### src/rtl/muldiv_pkg.sv
// muldiv_pkg
//   Shared definitions for the multiply/divide sequencer, the control unit and
//   the HI/LO source muxes:
//     seqState_t  - sequencer states (IDLE, RUN, WB, ZERO)
//     OP_*        - request operation encoding on req_op
//     SEL_*       - HI/LO source mux select encoding
//     maxOf / counterWidth - sizing helpers for the cycle counter
package muldiv_pkg;

  typedef enum logic [1:0] {
    ST_IDLE = 2'd0,
    ST_RUN  = 2'd1,
    ST_WB   = 2'd2,
    ST_ZERO = 2'd3
  } seqState_t;

  localparam logic OP_MULT  = 1'b0;
  localparam logic OP_DIV   = 1'b1;

  localparam logic SEL_MULT = 1'b0;
  localparam logic SEL_DIV  = 1'b1;

  function automatic int maxOf(input int a, input int b);
    return (a > b) ? a : b;
  endfunction

  // One extra bit above the log2 so a load of the largest cycle count fits
  // even when that count is an exact power of two.
  function automatic int counterWidth(input int multCycles, input int divCycles);
    return $clog2(maxOf(multCycles, divCycles)) + 1;
  endfunction

endpackage

### src/rtl/muldiv_sequencer_if.sv
// muldiv_sequencer_if
//   Request/response bundle between the control unit (master) and the
//   mult/div sequencer (slave).
//   master drives : req_valid, req_op, divisor, abort
//   slave drives  : req_ready, mult_start, div_start, hi_sel, lo_sel,
//                   hi_write, lo_write, busy, done, div_zero
interface muldiv_sequencer_if #(
  parameter int WIDTH = 32
);

  logic             req_valid;
  logic             req_op;
  logic [WIDTH-1:0] divisor;
  logic             abort;

  logic             req_ready;
  logic             mult_start;
  logic             div_start;
  logic             hi_sel;
  logic             lo_sel;
  logic             hi_write;
  logic             lo_write;
  logic             busy;
  logic             done;
  logic             div_zero;

  modport master (
    output req_valid, req_op, divisor, abort,
    input  req_ready, mult_start, div_start, hi_sel, lo_sel,
           hi_write, lo_write, busy, done, div_zero
  );

  modport slave (
    input  req_valid, req_op, divisor, abort,
    output req_ready, mult_start, div_start, hi_sel, lo_sel,
           hi_write, lo_write, busy, done, div_zero
  );

endinterface

### src/rtl/muldiv_cycle_counter.sv
// muldiv_cycle_counter
//   Down-counter timing a multi-cycle mult/div operation.
//   clk, reset : clock and synchronous active-low reset
//   load       : load loadValue (has priority over dec)
//   loadValue  : cycles remaining minus one
//   dec        : decrement by one; saturates at zero, never wraps
//   zero       : counter currently holds zero
module muldiv_cycle_counter #(
  parameter int CNT_W = 6
) (
  input  logic             clk,
  input  logic             reset,
  input  logic             load,
  input  logic [CNT_W-1:0] loadValue,
  input  logic             dec,
  output logic             zero
);

  logic [CNT_W-1:0] count_r;

  // Count register: load first, otherwise saturating decrement.
  always_ff @(posedge clk) begin
    if (!reset) begin
      count_r <= {CNT_W{1'b0}};
    end else if (load) begin
      count_r <= loadValue;
    end else if (dec && (count_r != {CNT_W{1'b0}})) begin
      count_r <= count_r - CNT_W'(1);
    end else begin
      count_r <= count_r;
    end
  end

  assign zero = (count_r == {CNT_W{1'b0}});

endmodule

### src/rtl/muldiv_sequencer.sv
// muldiv_sequencer
//   Sequences the shared multi-cycle multiplier and divider behind HI/LO.
//   Accepts one request at a time, pulses the selected unit's start, times the
//   operation, then writes HI/LO for one cycle. A divide with a zero divisor
//   raises div_zero instead of running the divider.
//   clk   : system clock
//   reset : synchronous active-low reset
//   bus   : muldiv_sequencer_if.slave (request, abort, starts, selects,
//           HI/LO write enables, busy/done/div_zero status)
//   All outputs are registered: they are decoded from the next state so they
//   line up with the state they describe.
module muldiv_sequencer
  import muldiv_pkg::*;
#(
  parameter int WIDTH       = 32,
  parameter int MULT_CYCLES = 32,
  parameter int DIV_CYCLES  = 32
) (
  input  logic                clk,
  input  logic                reset,
  muldiv_sequencer_if.slave   bus
);

  localparam int               CNT_W        = counterWidth(MULT_CYCLES, DIV_CYCLES);
  localparam logic [CNT_W-1:0] MULT_LOAD    = CNT_W'(MULT_CYCLES - 1);
  localparam logic [CNT_W-1:0] DIV_LOAD     = CNT_W'(DIV_CYCLES - 1);
  localparam logic [WIDTH-1:0] ZERO_DIVISOR = {WIDTH{1'b0}};

  seqState_t        state_r;
  seqState_t        nextState_s;
  logic             opQ_r;

  logic             accept_s;
  logic             cntLoad_s;
  logic [CNT_W-1:0] cntLoadValue_s;
  logic             cntDec_s;
  logic             cntZero_s;
  logic             startMult_s;
  logic             startDiv_s;

  logic             ready_r;
  logic             multStart_r;
  logic             divStart_r;
  logic             write_r;
  logic             busy_r;
  logic             divZero_r;

  muldiv_cycle_counter #(
    .CNT_W (CNT_W)
  ) uCounter (
    .clk       (clk),
    .reset     (reset),
    .load      (cntLoad_s),
    .loadValue (cntLoadValue_s),
    .dec       (cntDec_s),
    .zero      (cntZero_s)
  );

  // Next-state, counter control and start-pulse decode.
  always_comb begin
    nextState_s    = state_r;
    accept_s       = 1'b0;
    cntLoad_s      = 1'b0;
    cntLoadValue_s = MULT_LOAD;
    cntDec_s       = 1'b0;
    startMult_s    = 1'b0;
    startDiv_s     = 1'b0;
    case (state_r)
      ST_IDLE: begin
        // abort beats a simultaneous request
        if (bus.req_valid && !bus.abort) begin
          accept_s = 1'b1;
          if ((bus.req_op == OP_DIV) && (bus.divisor == ZERO_DIVISOR)) begin
            nextState_s = ST_ZERO;
          end else begin
            nextState_s = ST_RUN;
            cntLoad_s   = 1'b1;
            if (bus.req_op == OP_DIV) begin
              cntLoadValue_s = DIV_LOAD;
              startDiv_s     = 1'b1;
            end else begin
              cntLoadValue_s = MULT_LOAD;
              startMult_s    = 1'b1;
            end
          end
        end else begin
          nextState_s = ST_IDLE;
        end
      end
      ST_RUN: begin
        if (bus.abort) begin
          nextState_s = ST_IDLE;
        end else if (cntZero_s) begin
          nextState_s = ST_WB;
        end else begin
          nextState_s = ST_RUN;
          cntDec_s    = 1'b1;
        end
      end
      // WB and ZERO always complete; abort is ignored there
      ST_WB:   nextState_s = ST_IDLE;
      ST_ZERO: nextState_s = ST_IDLE;
      default: nextState_s = ST_IDLE;
    endcase
  end

  // State register.
  always_ff @(posedge clk) begin
    if (!reset) begin
      state_r <= ST_IDLE;
    end else begin
      state_r <= nextState_s;
    end
  end

  // Latched operation; also drives the HI/LO mux selects until the next accept.
  always_ff @(posedge clk) begin
    if (!reset) begin
      opQ_r <= OP_MULT;
    end else if (accept_s) begin
      opQ_r <= bus.req_op;
    end else begin
      opQ_r <= opQ_r;
    end
  end

  // Registered outputs decoded from the state being entered.
  always_ff @(posedge clk) begin
    if (!reset) begin
      ready_r     <= 1'b1;
      multStart_r <= 1'b0;
      divStart_r  <= 1'b0;
      write_r     <= 1'b0;
      busy_r      <= 1'b0;
      divZero_r   <= 1'b0;
    end else begin
      ready_r     <= (nextState_s == ST_IDLE);
      multStart_r <= startMult_s;
      divStart_r  <= startDiv_s;
      write_r     <= (nextState_s == ST_WB);
      busy_r      <= (nextState_s == ST_RUN) || (nextState_s == ST_WB);
      divZero_r   <= (nextState_s == ST_ZERO);
    end
  end

  assign bus.req_ready  = ready_r;
  assign bus.mult_start = multStart_r;
  assign bus.div_start  = divStart_r;
  assign bus.hi_sel     = (opQ_r == OP_DIV) ? SEL_DIV : SEL_MULT;
  assign bus.lo_sel     = (opQ_r == OP_DIV) ? SEL_DIV : SEL_MULT;
  assign bus.hi_write   = write_r;
  assign bus.lo_write   = write_r;
  assign bus.busy       = busy_r;
  assign bus.done       = write_r;
  assign bus.div_zero   = divZero_r;

endmodule

### src/flat_wrapper.sv
// flat-port wrapper written by rule: the top's interface ports become plain ports
module muldiv_sequencer_flat import muldiv_pkg::*;
#(
  parameter int WIDTH       = 32,
  parameter int MULT_CYCLES = 32,
  parameter int DIV_CYCLES  = 32
)
  (clk, reset, bus_req_valid, bus_req_op, bus_divisor, bus_abort, bus_req_ready, bus_mult_start, bus_div_start, bus_hi_sel, bus_lo_sel, bus_hi_write, bus_lo_write, bus_busy, bus_done, bus_div_zero);
  muldiv_sequencer_if #(.WIDTH(WIDTH)) bus_i ();
  input  logic clk;
  input  logic reset;
  input wire logic [$bits(bus_i.req_valid)-1:0] bus_req_valid;
  input wire logic [$bits(bus_i.req_op)-1:0] bus_req_op;
  input wire logic [$bits(bus_i.divisor)-1:0] bus_divisor;
  input wire logic [$bits(bus_i.abort)-1:0] bus_abort;
  output wire logic [$bits(bus_i.req_ready)-1:0] bus_req_ready;
  output wire logic [$bits(bus_i.mult_start)-1:0] bus_mult_start;
  output wire logic [$bits(bus_i.div_start)-1:0] bus_div_start;
  output wire logic [$bits(bus_i.hi_sel)-1:0] bus_hi_sel;
  output wire logic [$bits(bus_i.lo_sel)-1:0] bus_lo_sel;
  output wire logic [$bits(bus_i.hi_write)-1:0] bus_hi_write;
  output wire logic [$bits(bus_i.lo_write)-1:0] bus_lo_write;
  output wire logic [$bits(bus_i.busy)-1:0] bus_busy;
  output wire logic [$bits(bus_i.done)-1:0] bus_done;
  output wire logic [$bits(bus_i.div_zero)-1:0] bus_div_zero;
  assign bus_i.req_valid = bus_req_valid;
  assign bus_i.req_op = bus_req_op;
  assign bus_i.divisor = bus_divisor;
  assign bus_i.abort = bus_abort;
  assign bus_req_ready = bus_i.req_ready;
  assign bus_mult_start = bus_i.mult_start;
  assign bus_div_start = bus_i.div_start;
  assign bus_hi_sel = bus_i.hi_sel;
  assign bus_lo_sel = bus_i.lo_sel;
  assign bus_hi_write = bus_i.hi_write;
  assign bus_lo_write = bus_i.lo_write;
  assign bus_busy = bus_i.busy;
  assign bus_done = bus_i.done;
  assign bus_div_zero = bus_i.div_zero;
  muldiv_sequencer #(.WIDTH(WIDTH), .MULT_CYCLES(MULT_CYCLES), .DIV_CYCLES(DIV_CYCLES)) u_core (.clk(clk), .reset(reset), .bus(bus_i));
endmodule
### config.mk
export PLATFORM = sky130hd
export DESIGN_NAME = muldiv_sequencer_flat
export DESIGN_NICKNAME = d
export VERILOG_FILES = /design/src/rtl/muldiv_pkg.sv /design/src/rtl/muldiv_sequencer_if.sv /design/src/rtl/muldiv_cycle_counter.sv /design/src/rtl/muldiv_sequencer.sv /design/src/flat_wrapper.sv
export SDC_FILE = /design/constraint.sdc
export NUM_CORES = 1
export LEC_CHECK = 0
export CAP_MARGIN = 20
export CORE_UTILIZATION = 40
export DETAILED_ROUTE_END_ITERATION = 7
export PLACE_DENSITY = 0.85
export SYNTH_ARGS = -nofsm -noshare
export SYNTH_HDL_FRONTEND = slang
export SYNTH_SLANG_ARGS = --single-unit
### constraint.sdc
create_clock -name clk -period 4.96 [get_ports clk]
set_input_delay 0.992 -clock clk [delete_from_list [all_inputs] [get_ports clk]]
set_output_delay 0.992 -clock clk [all_outputs]
set_load 0.05 [all_outputs]
==> results.cfg, run 1 <==
[run_status]
status = finished, final reports clean

[logic_synthesis]
synth_edf_count = 0
synth_cells = 80
synth.distinct_cells = 35
async_flop_share_pct = 0
syn_area_um2 = 832
synth.largest_area_cell = dfxtp_1
yosysMostFrequentCell = dfxtp_1
synth_seq_cells = 15
ys.flop_type = dfxtp_1
syn_nets = 121
yosys-top-cells-count = 15 x dfxtp_1, 6 x nor4_1, 5 x inv_1
ys.warnings.count = 0
synth_top_area_share_pct = 36.1
synth.area.top_cells = dfxtp_1 36%, ha_1 6.0%, nor4_1 4.5%
syn_avg_cell_area_um2 = 10.4
ys_seq_area_share_pct = 36.1

[global_routing]
grtUsageTotal_pct = 19.2
grt_max_degree = 10
grt_pass1_vias = 750
overflow = 0
grt_pass1_wl_um = 3000
antenna_found_initial = 0

[timing]
fmax_ghz = 0.371
hold_ws_ns = 0.550
slew_viol_final = 0
rsz0062_at_grt = no
max-slew-margin-rel_pct = 65.2
hold_violations = 0
fin_skew_ns = 0.00376
fin_crit_ns = 2.69
final-setup-viol-count = 0
tightest_slew_ns = 0.520
tns_ns = 0
post-route-period-util_pct = 54.3

[clock_network]
clock_latency_ns = 0.29
ctsHoldBuffers = 0
cts_tree = done
cts_sinks = 15
cts_setup_buffers = 0
htreeDepth = 1
cts_made_buffers = 3
clkTransAtPathRegs_ns = 0.09
cts_resized = 0
cts_root_buffer = clkbuf_4
cts_buffer_depth = 2

[job]
drv_cap = 0

[routing]
viasPerCell = 5.20
vias = 801
firstDrtPassIters = 4
totalWireLength_um = 1900
drt_first_iter_violations = 5
drc_errors = 0
antenna_left = 0
avgRoutedWirePerCell_um = 12.3

[floorplan]
die-area_mm2 = 0.00227
rows = 16
ios = 47
die_w_um = 47.6
start_util_pct = 42.4
fp.dieH_um = 47.6
core_area_mm2 = 0.00196

[pwr]
ir_worst_vdd_uv = 125
p_leak_nw = 0.482
powerDensity_mw_per_mm2 = 213

[hold_path]
hold-path-endpoint = u_core.opQ_r
hold_path.class = reg -> reg
hold_start = u_core.opQ_r
min_path_cells = 2

[setup_path]
reg2reg_from = u_core.uCounter.count_r[0]
end_kind = flop
crit_fanout = 4
cp.arrival_ns = 2.88
crit_required_ns = 5.14
startpoint = bus_divisor[9]
start_kind = input pin
r2r_setup_slack_ns = 3.07
critical_path_class = in -> reg
reg2reg_depth = 7
r2r_end = u_core.bus.busy

[layout]
register_area_um2 = 300
drive_above_1_share_pct = 13.4
fin_cells = 154
final_util_pct = 67.8
area_growth_syn_to_layout_pct = 59.9
n_antenna_cell = 0
fillers = 169
nNetsFinal = 169
multi_input_area_um2 = 487

[place]
dp.final_hpwl_um = 1550
post-place-cells = 150
routabilityCongestion = 0.714
portBuffers = 46
## through the flow
step	total power (W)	setup WS, ns	area [um2]
2_1_floorplan	0.000175	2.58	832
3_3_place_gp	0.000214	2.06	1300
3_5_place_dp	0.000216	1.96	1300
4_1_cts	0.000285	2.26	1330
5_1_grt	0.000300	2.11	1330
6_report	0.000283	2.27	1330
## metal layers
metal  GRT usage, %  up-vias  part of all wire, %
met3           6.42        4                  6.1
met1           20.0      372                   40
met5              0        -                    0
li1               -      392                    -
met2           33.7       33                   51
met4           11.1        0                  2.5
## how the worst max path moves through the flow
stage | slack [ns] | to
global route | 2.11 | u_core.bus.busy
global placement | 2.06 | u_core.bus.busy
CTS | 2.26 | u_core.bus.busy
floorplan | 2.58 | u_core.bus.busy
finish | 2.27 | u_core.bus.busy
detailed placement | 1.96 | u_core.bus.busy
## sequential cells by signal, summed over array words and instances, names as in the netlist
signal                   count
u_core.bus.busy              1
u_core.bus.div_start         1
u_core.bus.div_zero          1
u_core.bus.done              1
u_core.bus.mult_start        1
u_core.bus.req_ready         1
u_core.opQ_r                 1
u_core.state_r               2
u_core.uCounter.count_r      6
## layout by cell type (no fill, tap or decap), types with 2 or more instances in the layout
cell type / instances
nand2b_1: 2
nor2_1: 2
dfxtp_1: 15
nor4_1: 6
nand4_1: 2
clkdlybuf4s50_1: 46
o21ai_1: 3
nor3_1: 4
and2_1: 4
inv_1: 5
ha_1: 4
xor2_1: 2
clkbuf_4: 3
mux2i_1: 2
o21ai_2: 2
o311ai_0: 2
nor4_2: 3
## worst max-delay path: stages
cell and delay [ns]:
clkdlybuf4s50_1 0.40, nor4_1 0.33, nand4_1 0.27, nor3_2 0.29, a22o_1 0.21, ha_1 0.24, and2_1 0.15
## logic make-up (layout without fill, tap and decap cells)
group / count (synthesis) / count (layout) / share of synthesized area (%)
muxes: 3 / 3 / 4.21
and+or+nand+nor: 32 / 32 / 29.5
xor gates and xnor gates: 3 / 3 / 3.16
AOI/OAI and AO/OA: 14 / 14 / 15.6
adders and majority gates: 4 / 4 / 6.02
DFF: 15 / 15 / 36.1
buffers and inverters: 9 / 56 / 5.41
## power by group
part | switching, W | total (W) | internal, W
logic | 0.0000362 | 0.0000817 | 0.0000455
clock network | 0.0000381 | 0.0000694 | 0.0000313
registers | 0.00000466 | 0.000132 | 0.000127
## cell type report
| type | instances | area share [%] |
|---|---|---|
| flip-flops and latches | 15 | 22.6 |
| inverters | 6 | 1.69 |
| multi-input cells | 56 | 36.6 |
| clock buffers | 4 | 1.98 |
| well taps | 27 | 2.54 |
| repair buffers | 46 | 34.6 |
Note: power is estimated with default switching activity, not from simulation.
==> run 2, diff against run 1 <==
--- a/config.mk
+++ b/config.mk
@@ -6,9 +6,9 @@
 export NUM_CORES = 1
 export LEC_CHECK = 0
 export CAP_MARGIN = 20
-export CORE_UTILIZATION = 40
+export CORE_UTILIZATION = 34
 export DETAILED_ROUTE_END_ITERATION = 7
-export PLACE_DENSITY = 0.85
+export PLACE_DENSITY = 0.77
 export SYNTH_ARGS = -nofsm -noshare
 export SYNTH_HDL_FRONTEND = slang
 export SYNTH_SLANG_ARGS = --single-unit
==> constraint.sdc (replaced) <==
create_clock -name clk -period 2.4 [get_ports clk]
set_input_delay 0.48 -clock clk [delete_from_list [all_inputs] [get_ports clk]]
set_output_delay 0.48 -clock clk [all_outputs]
set_load 0.05 [all_outputs]
==> run 2 against run 1 <==
Against the previous run:
- sequential power up 110%
- worst setup slack got worse by 1.8 ns
- non-clock buffer count rose by 4
- sequential cell count unchanged
- register-to-register slack worse by 2.5 ns
- critical path depth decreased by 6
- sequential share of layout area shrank 0.52 points
- die area grew 17%
- global-route usage decreased by 2.4 points
- wire length is 0.26% higher
- total power up 110%
- largest cell class is now non-clock buffers
==> results.cfg, run 2 (synthesized netlist as in run 1, its figures left out) <==
[setup_path]
cpLargestDelayFamily = buffers and inverters
path_cells = clkdlybuf4s50_1
start_kind = flop
r2r_setup_slack_ns = 0.57
critical_path_class = reg -> out
slowest_stage = clkdlybuf4s50_1
cp.arrival_ns = 1.47
cp_slowest_stage_delay_ns = 0.82
crit_fanout = 3
end_kind = primary output
crit_buf_inv = 1
crit_required_ns = 1.92

[timing]
fin_crit_ns = 1.95
rsz0062_at_grt = no
fmax_ghz = 0.514
slew_viol_final = 0
final-setup-viol-count = 0
post-route-period-util_pct = 81.1
hold_ws_ns = 0.551
tightest_slew_ns = 0.502
max-slew-margin-rel_pct = 66.5
tns_ns = 0
hold_violations = 0
fin_skew_ns = 0.00404

[floorplan]
core_area_mm2 = 0.00225
ios = 47
die-area_mm2 = 0.00265
die_w_um = 51.5
fp.dieH_um = 51.5
rows = 17
start_util_pct = 36.9

[clock_network]
cts_setup_buffers = 0
clkTransAtPathRegs_ns = 0.09
cts_buffer_depth = 2
cts_root_buffer = clkbuf_4
clock_latency_ns = 0.28
cts_resized = 0
ctsHoldBuffers = 0
cts_sinks = 15
htreeDepth = 1
cts_made_buffers = 3
cts_tree = done

[global_routing]
grtUsageTotal_pct = 16.8
grt_max_degree = 10
antenna_found_initial = 0
overflow = 0
grt_pass1_vias = 823
grt_pass1_wl_um = 3280

[place]
post-place-cells = 155
routabilityCongestion = 0.786
dp.final_hpwl_um = 1600
portBuffers = 46
placed_area_mm2 = 0.00134

[pwr]
powerDensity_mw_per_mm2 = 430
power_w = 0.000585
internal_power_w = 0.000423
p_leak_nw = 0.501
p_switching_w = 0.000162
power_switching_share_pct = 27.8
power_frac_seq_pct = 46.7
pwr-share-clk_pct = 24.3
ir_worst_vdd_uv = 283
combPwrFrac_pct = 29.0

[layout]
fillers = 198
fin_cells = 159
top_regs = u_core.uCounter.count_r: 6 flops, u_core.state_r: 2 flops
design_area_mm2 = 0.00136
nNetsFinal = 173
area_growth_syn_to_layout_pct = 63.6
largest_reg_flops = 6
layout_common_cells = 46 x clkdlybuf4s50_1, 15 x dfxtp_1, 6 x nor4_1, 5 x inv_1
drive_above_1_share_pct = 16.0
n_antenna_cell = 0
final_common_cell = clkdlybuf4s50_1
largest-register = u_core.uCounter.count_r

[routing]
avgRoutedWirePerCell_um = 11.9
viasPerCell = 5.11
firstDrtPassIters = 4
drc_errors = 0
drt_first_iter_violations = 12
totalWireLength_um = 1900
vias = 813
antenna_left = 0

[run_status]
status = finished, final reports clean

[job]
drv_cap = 0

[hold_path]
hold_path.class = reg -> reg
==> run 2: cell count changes in the layout (fill, tap and decap cells not counted) <==
cell,change
buf_4,+4
==> run 2: worst paths after layout <==
| kind | startpoint | endpoint | cells after the start |
|---|---|---|---|
| hold / removal | u_core.opQ_r | u_core.opQ_r | 2 |
| setup reg to reg | u_core.uCounter.count_r[0] | u_core.bus.busy | 7 |
| setup / recovery | u_core.opQ_r | bus_hi_sel | 1 |
| hold reg to reg | u_core.opQ_r | u_core.opQ_r | 2 |
==> run 2: metal layers <==
| layer | share of wire [%] | wire length (um) | global-route usage [%] |
|---|---|---|---|
| met1 | 39 | 746 | 17.5 |
| met2 | 53 | 1010 | 30.7 |
| met3 | 5.9 | 112 | 4.17 |
| met4 | 1.7 | 32 | 8.56 |
| met5 | 0 | 0 | 0 |
==> run 2: metrics by stage <==
| stage | util [%] | worst slack, ns |
|---|---|---|
| after floorplan | - | 0.537 |
| after global placement | 59.2 | 0.192 |
| after detailed placement | 59.2 | 0.152 |
| after CTS | 60.4 | 0.449 |
| after global routing | 60.4 | 0.308 |
| final | 60.4 | 0.454 |
==> run 2: power by group through the flow <==
stage / Clock [W] / Sequential [W] / Combinational [W]
after CTS: 0.000144 / 0.000274 / 0.000170
after global routing: 0.000156 / 0.000275 / 0.000183
after floorplan: 0 / 0.000292 / 0.0000690
after global placement: 0 / 0.000278 / 0.000166
final: 0.000142 / 0.000273 / 0.000170
after detailed placement: 0 / 0.000279 / 0.000169
==> run 2: area by class of cell <==
cell class / count / area [um2] / area share [%]
Timing Repair Buffer: 50 / 490 / 36.0
Multi-Input combinational cell: 56 / 487 / 35.8
Sequential cell: 15 / 300 / 22.1
Tap cell: 28 / 35.0 / 2.57
Clock buffer: 4 / 26.3 / 1.93
Inverter: 6 / 22.5 / 1.65
